===== src/rtl/burst_ram_pkg.sv =====
// Shared definitions for the burst RAM arbiter and its helpers.
//   state_t           : arbiter FSM states
//   REQ_A / REQ_B     : requester ids (A = instruction cache, B = data cache)
//   BURST_BEATS       : beats per burst (read and write)
//   BEAT_BITWIDTH     : width of one data beat
//   BEAT_CNT_BITWIDTH : width of the beat counter
//   LAST_BEAT         : beat counter value of the final beat
package burst_ram_pkg;

    typedef enum logic [1:0] {
        IDLE        = 2'd0,
        WRITE_BEATS = 2'd1,
        READ_WAIT   = 2'd2
    } state_t;

    localparam logic REQ_A = 1'b0;
    localparam logic REQ_B = 1'b1;

    localparam int BURST_BEATS       = 4;
    localparam int BEAT_BITWIDTH     = 64;
    localparam int BEAT_CNT_BITWIDTH = $clog2(BURST_BEATS);

    localparam logic [BEAT_CNT_BITWIDTH-1:0] LAST_BEAT = BEAT_CNT_BITWIDTH'(BURST_BEATS - 1);

endpackage


===== src/rtl/command_delay_counter.sv =====
// Minimum command interval timer. Loading sets the count to
// COMMAND_DELAY_INTERVAL; it then counts down by one per cycle and rests at 0.
// Ports:
//   clk  : clock
//   rst  : synchronous active-high reset (count -> 0)
//   load : reload the interval (a command is being issued this cycle)
//   zero : count is 0, a new command may be issued
module command_delay_counter #(
    parameter int COMMAND_DELAY_INTERVAL = 13
) (
    input  logic clk,
    input  logic rst,
    input  logic load,
    output logic zero
);

    localparam int CNT_BITWIDTH = (COMMAND_DELAY_INTERVAL > 0) ? $clog2(COMMAND_DELAY_INTERVAL + 1) : 1;
    localparam logic [CNT_BITWIDTH-1:0] LOAD_VALUE = CNT_BITWIDTH'(COMMAND_DELAY_INTERVAL);

    logic [CNT_BITWIDTH-1:0] count;

    always_ff @(posedge clk) begin
        if (rst) begin
            count <= '0;
        end else if (load) begin
            count <= LOAD_VALUE;
        end else if (count != '0) begin
            count <= count - CNT_BITWIDTH'(1);
        end
    end

    assign zero = (count == '0);

endmodule


===== src/rtl/burst_ram_arbiter.sv =====
// Shares one PSRAM burst RAM port between the instruction cache (A) and the
// data cache (B). Commands are serialized with round-robin on ties, spaced by
// the command delay counter, write beats are streamed from the owner, and
// read beats are routed back to the owner only.
// Ports:
//   clk, rst                          : clock, synchronous active-high reset
//   a_/b_cmd, a_/b_cmd_en             : command (0 read, 1 write) and request level
//   a_/b_addr, a_/b_wr_data           : burst address, write beats
//   a_/b_cmd_ack                      : one-cycle pulse when the command is issued
//   a_/b_rd_data, a_/b_rd_data_valid  : read beats forwarded to the owner
//   br_cmd, br_cmd_en, br_addr        : command to the burst RAM
//   br_wr_data, br_data_mask          : write beats, mask (always 0)
//   br_rd_data, br_rd_data_valid      : read beats from the burst RAM
module burst_ram_arbiter
    import burst_ram_pkg::*;
#(
    parameter int RAM_DEPTH_BITWIDTH     = 21,
    parameter int COMMAND_DELAY_INTERVAL = 13
) (
    input  logic                          clk,
    input  logic                          rst,
    input  logic                          a_cmd,
    input  logic                          a_cmd_en,
    input  logic [RAM_DEPTH_BITWIDTH-1:0] a_addr,
    input  logic [BEAT_BITWIDTH-1:0]      a_wr_data,
    output logic                          a_cmd_ack,
    output logic [BEAT_BITWIDTH-1:0]      a_rd_data,
    output logic                          a_rd_data_valid,
    input  logic                          b_cmd,
    input  logic                          b_cmd_en,
    input  logic [RAM_DEPTH_BITWIDTH-1:0] b_addr,
    input  logic [BEAT_BITWIDTH-1:0]      b_wr_data,
    output logic                          b_cmd_ack,
    output logic [BEAT_BITWIDTH-1:0]      b_rd_data,
    output logic                          b_rd_data_valid,
    output logic                          br_cmd,
    output logic                          br_cmd_en,
    output logic [RAM_DEPTH_BITWIDTH-1:0] br_addr,
    output logic [BEAT_BITWIDTH-1:0]      br_wr_data,
    output logic [7:0]                    br_data_mask,
    input  logic [BEAT_BITWIDTH-1:0]      br_rd_data,
    input  logic                          br_rd_data_valid
);

    state_t                       state;
    state_t                       state_next;
    logic                         owner;
    logic                         owner_next;
    logic                         last_grant;
    logic                         last_grant_next;
    logic [BEAT_CNT_BITWIDTH-1:0] beat_cnt;
    logic [BEAT_CNT_BITWIDTH-1:0] beat_cnt_next;
    logic                         issue;
    logic                         winner;
    logic                         cmd_ready;

    logic                          src;
    logic                          src_cmd;
    logic [RAM_DEPTH_BITWIDTH-1:0] src_addr;
    logic [BEAT_BITWIDTH-1:0]      src_wr_data;

    command_delay_counter #(
        .COMMAND_DELAY_INTERVAL(COMMAND_DELAY_INTERVAL)
    ) u_delay (
        .clk (clk),
        .rst (rst),
        .load(issue),
        .zero(cmd_ready)
    );

    always_ff @(posedge clk) begin
        if (rst) begin
            state      <= IDLE;
            owner      <= REQ_A;
            last_grant <= REQ_B;
            beat_cnt   <= '0;
        end else begin
            state      <= state_next;
            owner      <= owner_next;
            last_grant <= last_grant_next;
            beat_cnt   <= beat_cnt_next;
        end
    end

    always_comb begin
        state_next      = state;
        owner_next      = owner;
        last_grant_next = last_grant;
        beat_cnt_next   = beat_cnt;
        issue           = 1'b0;
        winner          = REQ_A;
        case (state)
            IDLE: begin
                if (cmd_ready && (a_cmd_en || b_cmd_en)) begin
                    issue = 1'b1;
                    // On a tie, whoever was not granted last goes first.
                    if (a_cmd_en && b_cmd_en) begin
                        winner = (last_grant == REQ_B) ? REQ_A : REQ_B;
                    end else begin
                        winner = a_cmd_en ? REQ_A : REQ_B;
                    end
                    owner_next      = winner;
                    last_grant_next = winner;
                    if ((winner == REQ_B) ? b_cmd : a_cmd) begin
                        // Beat 0 goes out with the command itself.
                        state_next    = WRITE_BEATS;
                        beat_cnt_next = BEAT_CNT_BITWIDTH'(1);
                    end else begin
                        state_next    = READ_WAIT;
                        beat_cnt_next = '0;
                    end
                end
            end
            WRITE_BEATS: begin
                beat_cnt_next = beat_cnt + BEAT_CNT_BITWIDTH'(1);
                if (beat_cnt == LAST_BEAT) begin
                    state_next    = IDLE;
                    beat_cnt_next = '0;
                end
            end
            READ_WAIT: begin
                if (br_rd_data_valid) begin
                    beat_cnt_next = beat_cnt + BEAT_CNT_BITWIDTH'(1);
                    if (beat_cnt == LAST_BEAT) begin
                        state_next    = IDLE;
                        beat_cnt_next = '0;
                    end
                end
            end
            default: begin
                state_next    = IDLE;
                beat_cnt_next = '0;
            end
        endcase
    end

    // In IDLE the source is this cycle's winner; during a write burst it is the owner.
    assign src         = (state == IDLE) ? winner : owner;
    assign src_cmd     = (src == REQ_B) ? b_cmd : a_cmd;
    assign src_addr    = (src == REQ_B) ? b_addr : a_addr;
    assign src_wr_data = (src == REQ_B) ? b_wr_data : a_wr_data;

    always_ff @(posedge clk) begin
        if (rst) begin
            br_cmd_en  <= 1'b0;
            br_cmd     <= 1'b0;
            br_addr    <= '0;
            br_wr_data <= '0;
            a_cmd_ack  <= 1'b0;
            b_cmd_ack  <= 1'b0;
        end else begin
            br_cmd_en <= issue;
            a_cmd_ack <= issue && (winner == REQ_A);
            b_cmd_ack <= issue && (winner == REQ_B);
            if (issue) begin
                br_cmd     <= src_cmd;
                br_addr    <= src_addr;
                br_wr_data <= src_wr_data;
            end else if (state == WRITE_BEATS) begin
                br_wr_data <= src_wr_data;
            end
        end
    end

    // Read beats are forwarded with no added latency, only to the owner, and
    // never while reset is applied.
    assign a_rd_data       = br_rd_data;
    assign b_rd_data       = br_rd_data;
    assign a_rd_data_valid = !rst && (state == READ_WAIT) && (owner == REQ_A) && br_rd_data_valid;
    assign b_rd_data_valid = !rst && (state == READ_WAIT) && (owner == REQ_B) && br_rd_data_valid;
    assign br_data_mask    = 8'h00;

endmodule

===== config.mk =====
export PLATFORM = sky130hd
export DESIGN_NAME = burst_ram_arbiter
export DESIGN_NICKNAME = d
export VERILOG_FILES = /design/src/rtl/burst_ram_pkg.sv /design/src/rtl/command_delay_counter.sv /design/src/rtl/burst_ram_arbiter.sv
export SDC_FILE = /design/constraint.sdc
export NUM_CORES = 1
export LEC_CHECK = 0
export ABC_CLOCK_PERIOD_IN_PS = 2980
export CORE_AREA = 2 2 182 184
export CTS_CLUSTER_DIAMETER = 120
export DETAILED_ROUTE_END_ITERATION = 7
export DIE_AREA = 0 0 184 186
export PLACE_DENSITY = 0.45
export SLEW_MARGIN = 10
export SYNTH_ARGS = -nofsm -noshare
export SYNTH_HDL_FRONTEND = slang
export SYNTH_SLANG_ARGS = --single-unit

===== constraint.sdc =====
create_clock -name clk -period 2.98 [get_ports clk]
set_input_delay 0.298 -clock clk [delete_from_list [all_inputs] [get_ports clk]]
set_output_delay 0.298 -clock clk [all_outputs]
set_load 0.01 [all_outputs]

# Yosys cells after proc, flatten, opt, wreduce, memory -nomap -nowiden
# Cells that the tools add are included.
word_totals:
  ff_bits: 99
  output_inout_bits: 227
classes:
  bitwise_logic: 2
  n_reduce_logical: 19
  mux: 28
  n_eq_ne: 5
  add_sub_neg: 2
op_table:
  columns: ["op", "count"]
  rows:
  - ["64-bit 2-to-1 mux", 3]
  - ["21-bit 2-to-1 mux", 1]
  - ["2-bit 2-to-1 mux", 7]
  - ["1-bit 2-to-1 mux", 13]
  - ["2-bit case mux with 3 select lines", 2]
  - ["1-bit logical AND", 9]
  - ["4-bit 2-to-1 mux", 2]
  - ["2-bit == test (second input constant)", 2]
  - ["4-bit zero test", 1]
  - ["2-bit inequality test (second input constant)", 2]
  - ["2-bit AND reduction", 2]
  - ["2-bit nonzero test", 2]
  - ["4-bit nonzero test", 1]
  - ["4-bit by 1-bit subtractor with 4-bit output (second input constant)", 1]
  - ["2-bit by 1-bit adder with 2-bit output (second input constant)", 1]
  - ["2-bit by 1-bit == test with 1-bit output (second input constant)", 1]
  - ["2-bit zero test", 1]
  - ["1-bit inverter", 2]
  - ["2-bit OR reduction", 1]
  - ["1-bit zero test", 1]
  - ["1-bit logical OR", 1]

# Logic depth before layout (Yosys ltp)
# Gate-level depths: netlist of the first run.
logic_depth:
  ltp_word: 10
  depth_mapped: 10
  depth_no_buf: 7

# Modules after synthesis
# A second synthesis of the first run with hierarchy kept.
hier_totals:
  cells_unflattened: 589
  hier_area_um2: 5288.8
by_module_without_submodules:
  columns: ["mod", "area_per_inst_um2", "cells_per_inst", "seq_area_each_um2", "n_inst"]
  rows:
  - ["burst_ram_arbiter", 5087.4, 569, 1901.8, 1]
  - ["command_delay_counter", 201.4, 20, 80.1, 1]

# Worst setup path before layout of the first run
# OpenSTA, ideal clock, no wires.
synth_timing:
  kind: "flip-flop to flip-flop"
  startpoint: "register u_delay.count[0]"
  endpoint: "register br_wr_data[34]"
  synth_period_minus_slack_ns: 1.887
  setup_ns: 0.081
  setup_slack_ns: 1.093
  stages_incl_launch_ff: 10
  arrival_time_ns: 1.806
  path_cell_list: "dfxtp_1 inv_1 ha_1 nor3b_4 o211a_1 buf_6 a21oi_4 clkbuf_1 a21oi_1 a211oi_2"
synth_between:
  elab_chain_cells: 8
  word_cells_on_any_way: 11
  classes_between: "mux: 8; reduce/logical: 3"
synth_lines:
  columns: ["item", "line", "rtl"]
  rows:
  - ["from (decl)", "command_delay_counter.sv:20", "logic [CNT_BITWIDTH-1:0] count;"]
  - ["from (signal assigned)", "command_delay_counter.sv:28", "count <= count - CNT_BITWIDTH'(1);"]
  - ["4-bit zero test (*)", "command_delay_counter.sv:32", "assign zero = (count == '0);"]
  - ["1-bit logical AND (*)", "burst_ram_arbiter.sv:94", "if (cmd_ready && (a_cmd_en || b_cmd_en)) begin"]
  - ["1-bit 2-to-1 mux", "burst_ram_arbiter.sv:94", null]
  - ["1-bit 2-to-1 mux", "burst_ram_arbiter.sv:92", "case (state)"]
  - ["1-bit 2-to-1 mux", "burst_ram_arbiter.sv:138", "assign src = (state == IDLE) ? winner : owner;"]
  - ["64-bit 2-to-1 mux", "burst_ram_arbiter.sv:141", "assign src_wr_data = (src == REQ_B) ? b_wr_data : a_wr_data;"]
  - ["64-bit 2-to-1 mux", "burst_ram_arbiter.sv:159", "end else if (state == WRITE_BEATS) begin"]
  - ["64-bit 2-to-1 mux", "burst_ram_arbiter.sv:155", "if (issue) begin"]
  - ["to (signal assigned)", "burst_ram_arbiter.sv:158", "br_wr_data <= src_wr_data;"]
  - ["to (signal assigned)", "burst_ram_arbiter.sv:160", "br_wr_data <= src_wr_data;"]
  - ["to (decl)", "burst_ram_arbiter.sv:39", "output logic [BEAT_BITWIDTH-1:0] br_wr_data,"]
# Mark *: on every way between the ends. The rest lies on a longest branch, timed or not. The select of a mux whose other input is x is not followed.
# A chain may end at the register's enable or synchronous reset.

# Final worst setup path of the first run
layout_timing:
  startpoint: "register u_delay.count[0]"
  endpoint: "register br_wr_data[6]"
# The elaborated chain is that of the path after synthesis.

==> impl_metrics.py, run 1 <==
metrics = {
    "run_status": {
        "outcome": "finished clean",
    },
    "clock_network": {
        "htree_levels": 3,
        "clk-insertion-delay-late_ns": 0.35,
        "post_cts_resized": 0,
        "clock_sinks": 99,
        "cts_root_buf": "clkbuf_16",
        "hold_buffers": 0,
        "cts.reportedPaths.clkPinSlew_ns": 0.08,
        "cts_tree": "yes",
        "postCtsSetupBuffers": 0,
        "numCtsBuffers": 9,
        "clockBufferDepth": 2,
    },
    "final_layout": {
        "fin_cells": 1216,
        "area_delta_synth_final_pct": 42.6,
        "antennaDiodeCount": 0,
        "drive_above_1_share": 0.0557,
        "layout.nets": 1050,
        "nFillCells": 3533,
    },
    "setup_path": {
        "critPathLaunchType": "flip-flop",
        "cp_slowest_stage_delay_ns": 0.36,
        "critPathArrivalTime_ns": 2.47,
        "r2r_setup_slack_ns": 0.78,
        "crit_fanout": 64,
        "path_class": "flip-flop to flip-flop",
        "cp_data_required_time_ns": 3.25,
        "path_buf_inv": 2,
        "path_cells": "inv_1 -> ha_1 -> nor3b_4 -> o211a_1 -> a21o_2 -> buf_12 -> nand2_1 -> a211oi_1",
        "cp-end-kind": "flip-flop",
        "slowest_stage": "o211a_1",
        "path_delay_family": "compound AO/OA/AOI/OAI gates",
    },
    "synth": {
        "synth_top_cell_by_area": "dfxtp_1",
        "synth_edf_count": 0,
        "synthesis.area_mm2": 0.00550,
        "synthTopCellsByArea": "dfxtp_1, buf_4, a21oi_1",
        "ys.flop_type": "dfxtp_1",
        "synth_common_cells": "buf_4, dfxtp_1, a21oi_1",
        "yosys_warnings": 0,
        "syn_avg_cell_area_um2": 7.97,
        "yosysUniqueCellTypes": 42,
        "synthCells": 691,
        "synth_most_common_cell": "buf_4",
        "async_reset_ff_frac": 0,
        "synth-seq-cells": 99,
        "ys_seq_area_frac": 0.360,
        "synth_top_area_share": 0.360,
    },
    "power_and_ir_drop": {
        "p_leak_nw": 2.77,
        "vdd.ir_drop.worst_mv": 0.467,
        "powerDensity_mw_per_mm2": 1090,
    },
    "place": {
        "pre_cts_ws_ns": 0.679,
        "dp_cells": 1200,
        "dp_hpwl_um": 13700,
        "gp_congestion": 0.725,
        "port_buffers": 267,
    },
    "global_route": {
        "grt_overflow": 0,
        "grtUsageTotal": 0.111,
        "grt_first_pass_wirelength_um": 29000,
        "antenna_found_initial": 0,
        "grt_max_degree": 65,
        "grt_pass1_vias": 4840,
    },
    "floorplanning": {
        "die_h_um": 186,
        "dieArea_mm2": 0.0342,
        "core_area_mm2": 0.0322,
        "start_util": 0.171,
        "die_w_um": 184,
        "num_rows": 66,
        "io_pins": 468,
    },
    "route": {
        "drt_iter0_drc": 180,
        "route.detailed.drc": 0,
        "postRouteWirelength_um": 19900,
        "post_drt_wl_per_cell_um": 16.4,
        "drt-vias-per-instance": 4.07,
        "dr.pass1.iters": 4,
        "drtAntennaViolNets": 0,
        "vias": 4954,
    },
    "timing": {
        "finalMaxSlewViolations": 0,
        "slew_headroom": 0.600,
        "min_period_ns": 2.20,
        "rsz0062_at_grt": "false",
        "setup_violations": 0,
        "max_freq_mhz": 455,
        "tightest_slew_ns": 0.597,
        "tns_ns": 0,
        "timing.final.ws_setup_ns": 0.784,
        "finClkSkew_ns": 0.00816,
        "finalHoldViolCount": 0,
        "fin_crit_sh": 0.737,
    },
    "worst_hold_path": {
        "min_path_type": "primary input to flip-flop",
    },
    "job": {
        "cap_violations": 0,
    },
}
[worst register-to-register path, delay by kind of cell (launching register included)]
kind	cells	cell delay [ns]
AND/OR/NAND/NOR	2	0.49
adder cells (fa/ha/maj)	1	0.20
buffers and inverters	2	0.37
flip-flops	1	0.31
AO/OA/AOI/OAI	3	0.75
[power breakdown]
| group | total (mW) | internal (mW) | switching, mW | leakage (nW) |
|---|---|---|---|---|
| Sequential | 2.30 | 1.96 | 0.340 | 0.816 |
| Clock | 1.25 | 0.681 | 0.570 | 0.140 |
| Combinational | 5.00 | 2.26 | 2.74 | 1.82 |
| Total | 8.56 | 4.90 | 3.65 | 2.77 |
[final timing paths]
kind / start / endpoint / depth (start not counted)
min reg2reg: beat_cnt[1]$_SDFFE_PP0P_ / beat_cnt[1]$_SDFFE_PP0P_ / 2
min: rst / br_addr[3]$_SDFFE_PP0P_ / 2
max: u_delay.count[0]$_SDFFE_PP0P_ / br_wr_data[6]$_SDFFE_PP0P_ / 8
max reg2reg: u_delay.count[0]$_SDFFE_PP0P_ / br_wr_data[6]$_SDFFE_PP0P_ / 8
[registers in the layout, indices dropped and copies added (netlist names)]
register,count
beat_cnt,2
br_cmd,1
br_addr,21
last_grant,1
u_delay.count,4
b_cmd_ack,1
owner,1
br_cmd_en,1
br_wr_data,64
state,2
a_cmd_ack,1
[layer usage]
metal | GRT usage | part of all wire
met5 | 0.0119 | 0.0026
met4 | 0.0528 | 0.028
met3 | 0.0376 | 0.084
met2 | 0.165 | 0.44
met1 | 0.143 | 0.44
[per-stage QoR]
| step | instance area (um^2) | power, mW | util | hold slack [ns] |
|---|---|---|---|---|
| 4_1_cts | 7850 | 8.77 | 0.244 | 0.417 |
| 6_report | 7850 | 8.56 | 0.244 | 0.418 |
| 2_1_floorplan | 5530 | 5.40 | - | 0.407 |
| 5_1_grt | 7850 | 9.31 | 0.244 | 0.445 |
| 3_5_place_dp | 7550 | 7.46 | 0.235 | 0.456 |
| 3_3_place_gp | 7550 | 7.44 | 0.235 | 0.449 |
[cells by family (layout without fill, tap and decap cells)]
kind of cell,count (synthesis),in the layout,synth area share
compound gates,189,189,0.218
simple gates,204,204,0.165
flops,99,99,0.360
xor+xnor,1,1,0.00159
buf+inv,190,300,0.239
fa+ha+maj,6,6,0.0136
other cells,1,8,0.000681
mux,1,1,0.00205
[cell usage in the layout, fill, tap and decap left out, types with 3 or more instances in the layout]
cell type	instances
a211oi_1	52
a211oi_2	12
a21oi_1	94
and3_1	22
buf_12	4
buf_4	7
clkbuf_1	3
clkbuf_16	9
clkdlybuf4s50_1	266
conb_1	8
dfxtp_1	99
ha_1	6
inv_1	7
nand2_1	91
nand2b_1	3
nor2_1	70
nor3_1	4
o21ai_0	19
o21ai_1	3
or3_1	3
[area by class of cell]
class                           count  area, um^2  share of cell area
Multi-Input combinational cell    409        2240               0.285
Timing Repair Buffer              277        2800               0.356
Inverter                            7        26.3             0.00335
Tap cell                          408         510              0.0650
Clock inverter                      3        46.3             0.00590
Sequential cell                    99        1980               0.252
Clock buffer                       13         250              0.0319
(Power assumes the default switching activity.)
==> inputs of run 2 (changes only) <==
ABC_CLOCK_PERIOD_IN_PS = 2200   (was 2980)
clock period = 2.2 ns   (was 2.98 ns; I/O delays follow)
==> run 2 against run 1 <==
  * Count of clock-buffer cells in the layout is 1 lower
  * Clock power is 46% higher
  * Worst hold slack worse by 0.10 ns
  * Register-to-register slack worse by 0.63 ns
  * Fmax up 7.1%
  * Sequential share of layout area shrank 0.83 points
  * Global-route usage increased by 0.33 points
  * Die area stayed put
  * Critical path type unchanged
  * Critical endpoint is now br_wr_data[40]$_SDFFE_PP0P_
  * Largest power group unchanged
==> impl_metrics.py, run 2 (synthesized netlist as in run 1, its figures left out) <==
metrics = {
    "worst_hold_path": {
        "hold_end": "br_addr[2]$_SDFFE_PP0P_",
        "whs_path_depth": 2,
        "hold_path_startpoint": "rst",
        "min_path_type": "primary input to flip-flop",
    },
    "floorplanning": {
        "die_w_um": 184,
        "die_h_um": 186,
        "dieArea_mm2": 0.0342,
        "num_rows": 66,
        "start_util": 0.171,
        "io_pins": 468,
        "core_area_mm2": 0.0322,
    },
    "route": {
        "drt-vias-per-instance": 4.03,
        "postRouteWirelength_um": 20600,
        "dr.pass1.iters": 4,
        "drt_iter0_drc": 171,
        "route.detailed.drc": 0,
        "post_drt_wl_per_cell_um": 16.6,
        "drtAntennaViolNets": 0,
        "vias": 4993,
    },
    "place": {
        "gp_congestion": 0.721,
        "port_buffers": 267,
        "pre_cts_ws_ns": 0.109,
        "dpl_cell_area_mm2": 0.00774,
        "dp_hpwl_um": 14700,
    },
    "setup_path": {
        "path_class": "flip-flop to flip-flop",
        "crit_fanout": 11,
        "reg2reg_to": "br_wr_data[40]$_SDFFE_PP0P_",
        "slowest_stage": "dfxtp_1",
        "path_cells": "inv_1 -> ha_2 -> nor3b_4 -> o211a_1 -> buf_4 -> nor2_4 -> buf_4 -> clkbuf_16 -> a21oi_1 -> a211oi_2",
        "r2r_setup_slack_ns": 0.15,
        "crit_top_cell": "buf_4",
        "cp_data_required_time_ns": 2.43,
        "startpoint": "u_delay.count[0]$_SDFFE_PP0P_",
        "critPathLaunchType": "flip-flop",
        "cp_slowest_stage_delay_ns": 0.31,
        "cp-end-kind": "flip-flop",
        "r2r-start": "u_delay.count[0]$_SDFFE_PP0P_",
        "critPathArrivalTime_ns": 2.28,
        "reg2reg_depth": 10,
    },
    "clock_network": {
        "hold_buffers": 0,
        "clockBufferDepth": 2,
        "clock_sinks": 99,
        "htree_levels": 3,
        "clk-insertion-delay-late_ns": 0.36,
        "cts_tree": "yes",
        "numCtsBuffers": 9,
        "cts.reportedPaths.clkPinSlew_ns": 0.07,
        "cts_root_buf": "clkbuf_16",
    },
    "final_layout": {
        "mostFrequentLayoutCells": "clkdlybuf4s50_1, dfxtp_1, a21oi_1",
        "layout_commonest_cell": "clkdlybuf4s50_1",
        "regMostFlops": "br_wr_data",
        "multi_input_area_mm2": 0.00225,
        "drive_above_1_share": 0.0867,
        "fin_area_mm2": 0.00812,
        "area_delta_synth_final_pct": 47.5,
        "seqCellArea_mm2": 0.00198,
        "layout.nets": 1072,
        "nFillCells": 3528,
        "largestRegisters": "br_wr_data (64), br_addr (21), u_delay.count (4)",
        "largest_reg_flops": 64,
    },
    "timing": {
        "max_freq_mhz": 488,
        "finalHoldViolCount": 0,
        "tns_ns": 0,
        "min_period_ns": 2.05,
        "fin_crit_sh": 0.931,
        "finClkSkew_ns": 0.00945,
        "timing.final.ws_setup_ns": 0.151,
        "finalMaxSlewViolations": 0,
        "setup_violations": 0,
        "rsz0062_at_grt": "false",
    },
    "power_and_ir_drop": {
        "powerDensity_mw_per_mm2": 1520,
        "switchingPower_mw": 5.08,
        "power.share.clock": 0.147,
        "p_leak_nw": 2.92,
        "p_total_mw": 12.3,
        "pwr-share-comb": 0.600,
        "internal_power_mw": 7.27,
        "p_sw_frac": 0.412,
        "vdd.ir_drop.worst_mv": 0.733,
        "seqPwrFrac": 0.252,
    },
    "global_route": {
        "grt_pass1_vias": 4985,
        "grt_max_degree": 65,
        "grt_first_pass_wirelength_um": 29700,
        "antenna_found_initial": 0,
        "grt_overflow": 0,
        "grtUsageTotal": 0.114,
    },
    "run_status": {
        "outcome": "finished clean",
    },
    "job": {
        "cap_violations": 0,
    },
}
## run 2: what timing repair did
action                     4_1_cts  5_1_grt
gates resized for setup          0        3
setup buffers                    0        1
setup endpoints to repair        0       16
## run 2: worst max path at each step
stage / slack, ns / end / cells after the start
4_1_cts: 0.10 / br_addr[0]$_SDFFE_PP0P_ / 9
2_1_floorplan: 0.31 / br_wr_data[34]$_SDFFE_PP0P_ / 9
5_1_grt: 0.02 / br_wr_data[33]$_SDFFE_PP0P_ / 10
3_3_place_gp: 0.14 / br_wr_data[41]$_SDFFE_PP0P_ / 10
6_report: 0.15 / br_wr_data[40]$_SDFFE_PP0P_ / 10
3_5_place_dp: 0.11 / br_wr_data[5]$_SDFFE_PP0P_ / 8
## run 2: critical path, delay by kind of cell, from the launching register on
family / cells / cell delay [ns]
adders and majority gates: 1 / 0.21
DFF: 1 / 0.31
AOI/OAI and AO/OA: 3 / 0.54
buffers and inverters: 4 / 0.57
and+or+nand+nor: 2 / 0.29
## run 2: final cells by class
| type | count | share of cell area |
|---|---|---|
| clock inverter | 4 | 0.00894 |
| clock buffer | 12 | 0.0316 |
| multi-input combinational | 409 | 0.278 |
| timing repair buffer | 299 | 0.371 |
| tap | 408 | 0.0629 |
| antenna | 1 | 0.000308 |
| sequential | 99 | 0.244 |
| inverter | 7 | 0.00324 |
## run 2: metrics by stage
step,cells,util,hold WS [ns]
global route,1238,0.252,0.330
global placement,1220,0.240,0.440
detailed placement,1220,0.240,0.440
CTS,1236,0.251,0.304
finish,1239,0.252,0.314
floorplan,698,-,0.329
## run 2: power by group through the flow
stage | sequential [mW] | combinational, mW | clock, mW
CTS | 3.12 | 7.43 | 1.93
global placement | 3.15 | 7.40 | 0
floorplan | 3.47 | 3.84 | 0
global route | 3.23 | 8.24 | 1.99
detailed placement | 3.16 | 7.41 | 0
finish | 3.12 | 7.41 | 1.82
## run 2: routing by layer
metal | GRT usage | vias up | wire length (um)
met2 | 0.179 | 198 | 9310
met4 | 0.0534 | 2 | 596
met5 | 0.0119 | - | 52
met1 | 0.141 | 2265 | 8980
li1 | - | 2470 | -
met3 | 0.0385 | 58 | 1640
==> inputs of run 3 (changes only) <==
CORE_AREA = 2 2 181 183   (was 2 2 182 184)
DIE_AREA = 0 0 183 185   (was 0 0 184 186)
SYNTH_HIERARCHICAL = 1   (was default)
==> run 3 against run 2 <==
  * Via count decreased by 13%
  * Highest routed layer is now met4
  * Largest power group unchanged
  * Combinational power decreased by 30%
  * Critical endpoint is now a_rd_data_valid
  * Largest cell class unchanged
  * Sequential cell count did not move
  * Area after synthesis is 3.9% lower
  * Fmax decreased by 0.81%
==> impl_metrics.py, run 3 <==
metrics = {
    "global_route": {
        "grt_first_pass_wirelength_um": 24900,
        "grt_pass1_vias": 4337,
        "grt_max_degree": 43,
        "grt_overflow": 0,
        "antenna_found_initial": 0,
        "grtUsageTotal": 0.0971,
    },
    "setup_path": {
        "cp-end-kind": "primary output",
        "startpoint": "state[0]$_SDFFE_PP0P_",
        "crit_fanout": 3,
        "reg2reg_to": "br_wr_data[51]$_SDFFE_PP0P_",
        "cp_data_required_time_ns": 1.98,
        "critPathLaunchType": "flip-flop",
        "path_class": "flip-flop to primary output",
        "critPathArrivalTime_ns": 1.85,
        "reg2reg_depth": 9,
        "cp_slowest_stage_delay_ns": 0.60,
        "slowest_stage": "clkdlybuf4s50_1",
        "path_cells": "inv_1 -> ha_1 -> nor4bb_1 -> clkdlybuf4s50_1",
        "r2r_setup_slack_ns": 0.19,
        "r2r-start": "u_delay/count[1]$_SDFFE_PP0N_",
    },
    "timing": {
        "tns_ns": 0,
        "fin_hold_ws_ns": 0.440,
        "fin_crit_sh": 0.939,
        "rsz0062_at_grt": "false",
        "finClkSkew_ns": 0.0172,
        "max_freq_mhz": 484,
        "finalMaxSlewViolations": 0,
        "min_period_ns": 2.07,
        "setup_violations": 0,
        "finalHoldViolCount": 0,
    },
    "route": {
        "post_drt_wl_per_cell_um": 14.8,
        "vias": 4324,
        "drt_iter0_drc": 105,
        "drtAntennaViolNets": 0,
        "route.detailed.drc": 0,
        "drt-vias-per-instance": 3.74,
        "postRouteWirelength_um": 17000,
        "dr.pass1.iters": 6,
    },
    "synth": {
        "ys.flop_type": "dfxtp_1",
        "synthTopCellsByArea": "dfxtp_1, buf_4, mux2i_1",
        "synthCells": 589,
        "synthesis.area_mm2": 0.00529,
        "yosysUniqueCellTypes": 39,
        "synth_top_area_share": 0.375,
        "synth_common_cells": "buf_4, dfxtp_1, mux2i_1",
        "synth-seq-cells": 99,
        "ys_seq_area_frac": 0.375,
        "synth_edf_count": 0,
        "synth_most_common_cell": "buf_4",
        "async_reset_ff_frac": 0,
        "yosys_warnings": 6,
        "synth_top_cell_by_area": "dfxtp_1",
        "syn_avg_cell_area_um2": 8.98,
    },
    "final_layout": {
        "antennaDiodeCount": 0,
        "drive_above_1_share": 0.0710,
        "layout.nets": 989,
        "largest_reg_flops": 64,
        "nFillCells": 3465,
        "largestRegisters": "br_wr_data (64), br_addr (21), u_delay/count (4)",
        "layout_commonest_cell": "clkdlybuf4s50_1",
        "final_util": 0.247,
        "area_delta_synth_final_pct": 49.7,
        "fin_cells": 1155,
        "regMostFlops": "br_wr_data",
        "mostFrequentLayoutCells": "clkdlybuf4s50_1, dfxtp_1, mux2i_1",
    },
    "power_and_ir_drop": {
        "p_leak_nw": 3.36,
        "vdd.ir_drop.worst_mv": 0.422,
        "powerDensity_mw_per_mm2": 1240,
    },
    "floorplanning": {
        "core_area_mm2": 0.0320,
        "die_w_um": 183,
        "die_h_um": 185,
        "start_util": 0.165,
        "num_rows": 66,
        "dieArea_mm2": 0.0339,
        "io_pins": 468,
    },
    "clock_network": {
        "cts.reportedPaths.clkPinSlew_ns": 0.08,
        "clock_sinks": 99,
        "cts_tree": "yes",
        "htree_levels": 3,
        "numCtsBuffers": 9,
        "clk-insertion-delay-late_ns": 0.35,
        "clockBufferDepth": 2,
        "hold_buffers": 0,
        "cts_root_buf": "clkbuf_16",
    },
    "place": {
        "gp_congestion": 0.704,
        "dp_hpwl_um": 13100,
        "dp_cells": 1133,
        "port_buffers": 267,
    },
    "worst_hold_path": {
        "whs_path_depth": 0,
        "hold_path_startpoint": "br_rd_data[36]",
        "min_path_type": "primary input to primary output",
        "hold_end": "a_rd_data[36]",
    },
    "job": {
        "cap_violations": 0,
    },
    "run_status": {
        "outcome": "finished clean",
    },
}
## run 3: power breakdown
group	internal (mW)	switching (mW)	leakage, nW
registers	2.59	0.421	0.811
logic	2.82	2.38	2.42
clock network	0.778	0.790	0.127
total	6.19	3.59	3.36
## run 3: routing by layer
metal  vias to the layer above  global-route usage  share of wire
li1                       2132                   -              -
met1                      1926               0.101           0.38
met2                       213               0.176           0.50
met3                        53              0.0354          0.090
met4                         0              0.0426          0.029
met5                         -                   0              0
## run 3: repair_timing
| action | CTS | global route |
|---|---|---|
| gates resized for setup | 0 | 2 |
| setup buffers | 0 | 6 |
| endpoints found under the setup margin | 0 | 78 |
## run 3: area by class of cell
type / count / area, um^2 / share of cell area
inverter: 9 / 33.8 / 0.00427
tap: 408 / 510 / 0.0645
clock inverter: 5 / 37.5 / 0.00474
timing repair buffer: 298 / 2990 / 0.378
sequential: 99 / 1980 / 0.250
clock buffer: 11 / 233 / 0.0294
multi-input combinational: 325 / 2130 / 0.269
## run 3: metrics by stage
step	power (mW)	instance area [um^2]	worst slack, ns
2_1_floorplan	5.74	5320	0.298
3_3_place_gp	8.23	7590	0.0963
3_5_place_dp	8.25	7590	0.0519
6_report	9.78	7920	0.134
4_1_cts	9.91	7860	0.0853
5_1_grt	10.5	7920	0.00134
## run 3: cell families (layout without fill, tap and decap cells)
kind of cell	after synthesis	after routing	synth area share
mux	89	89	0.169
simple gates	116	116	0.0991
other cells	1	8	0.000709
xor+xnor	1	1	0.00166
buf+inv	172	323	0.230
flops	99	99	0.375
compound gates	105	105	0.111
fa+ha+maj	6	6	0.0142
## run 3: critical path: cells and delay by family, from the launching register on
kind	cells	cell delay [ns]
buffers and inverters	2	0.70
DFF	1	0.33
adders and majority gates	1	0.18
and+or+nand+nor	1	0.27
## run 3: how the worst max path moves through the flow
stage | endpoint | slack, ns
2_1_floorplan | state[0]$_SDFFE_PP0P_ | 0.30
3_3_place_gp | br_wr_data[4]$_SDFFE_PP0P_ | 0.1
3_5_place_dp | br_wr_data[4]$_SDFFE_PP0P_ | 0.05
4_1_cts | br_wr_data[58]$_SDFFE_PP0P_ | 0.09
5_1_grt | br_wr_data[55]$_SDFFE_PP0P_ | 0.001
6_report | a_rd_data_valid | 0.13
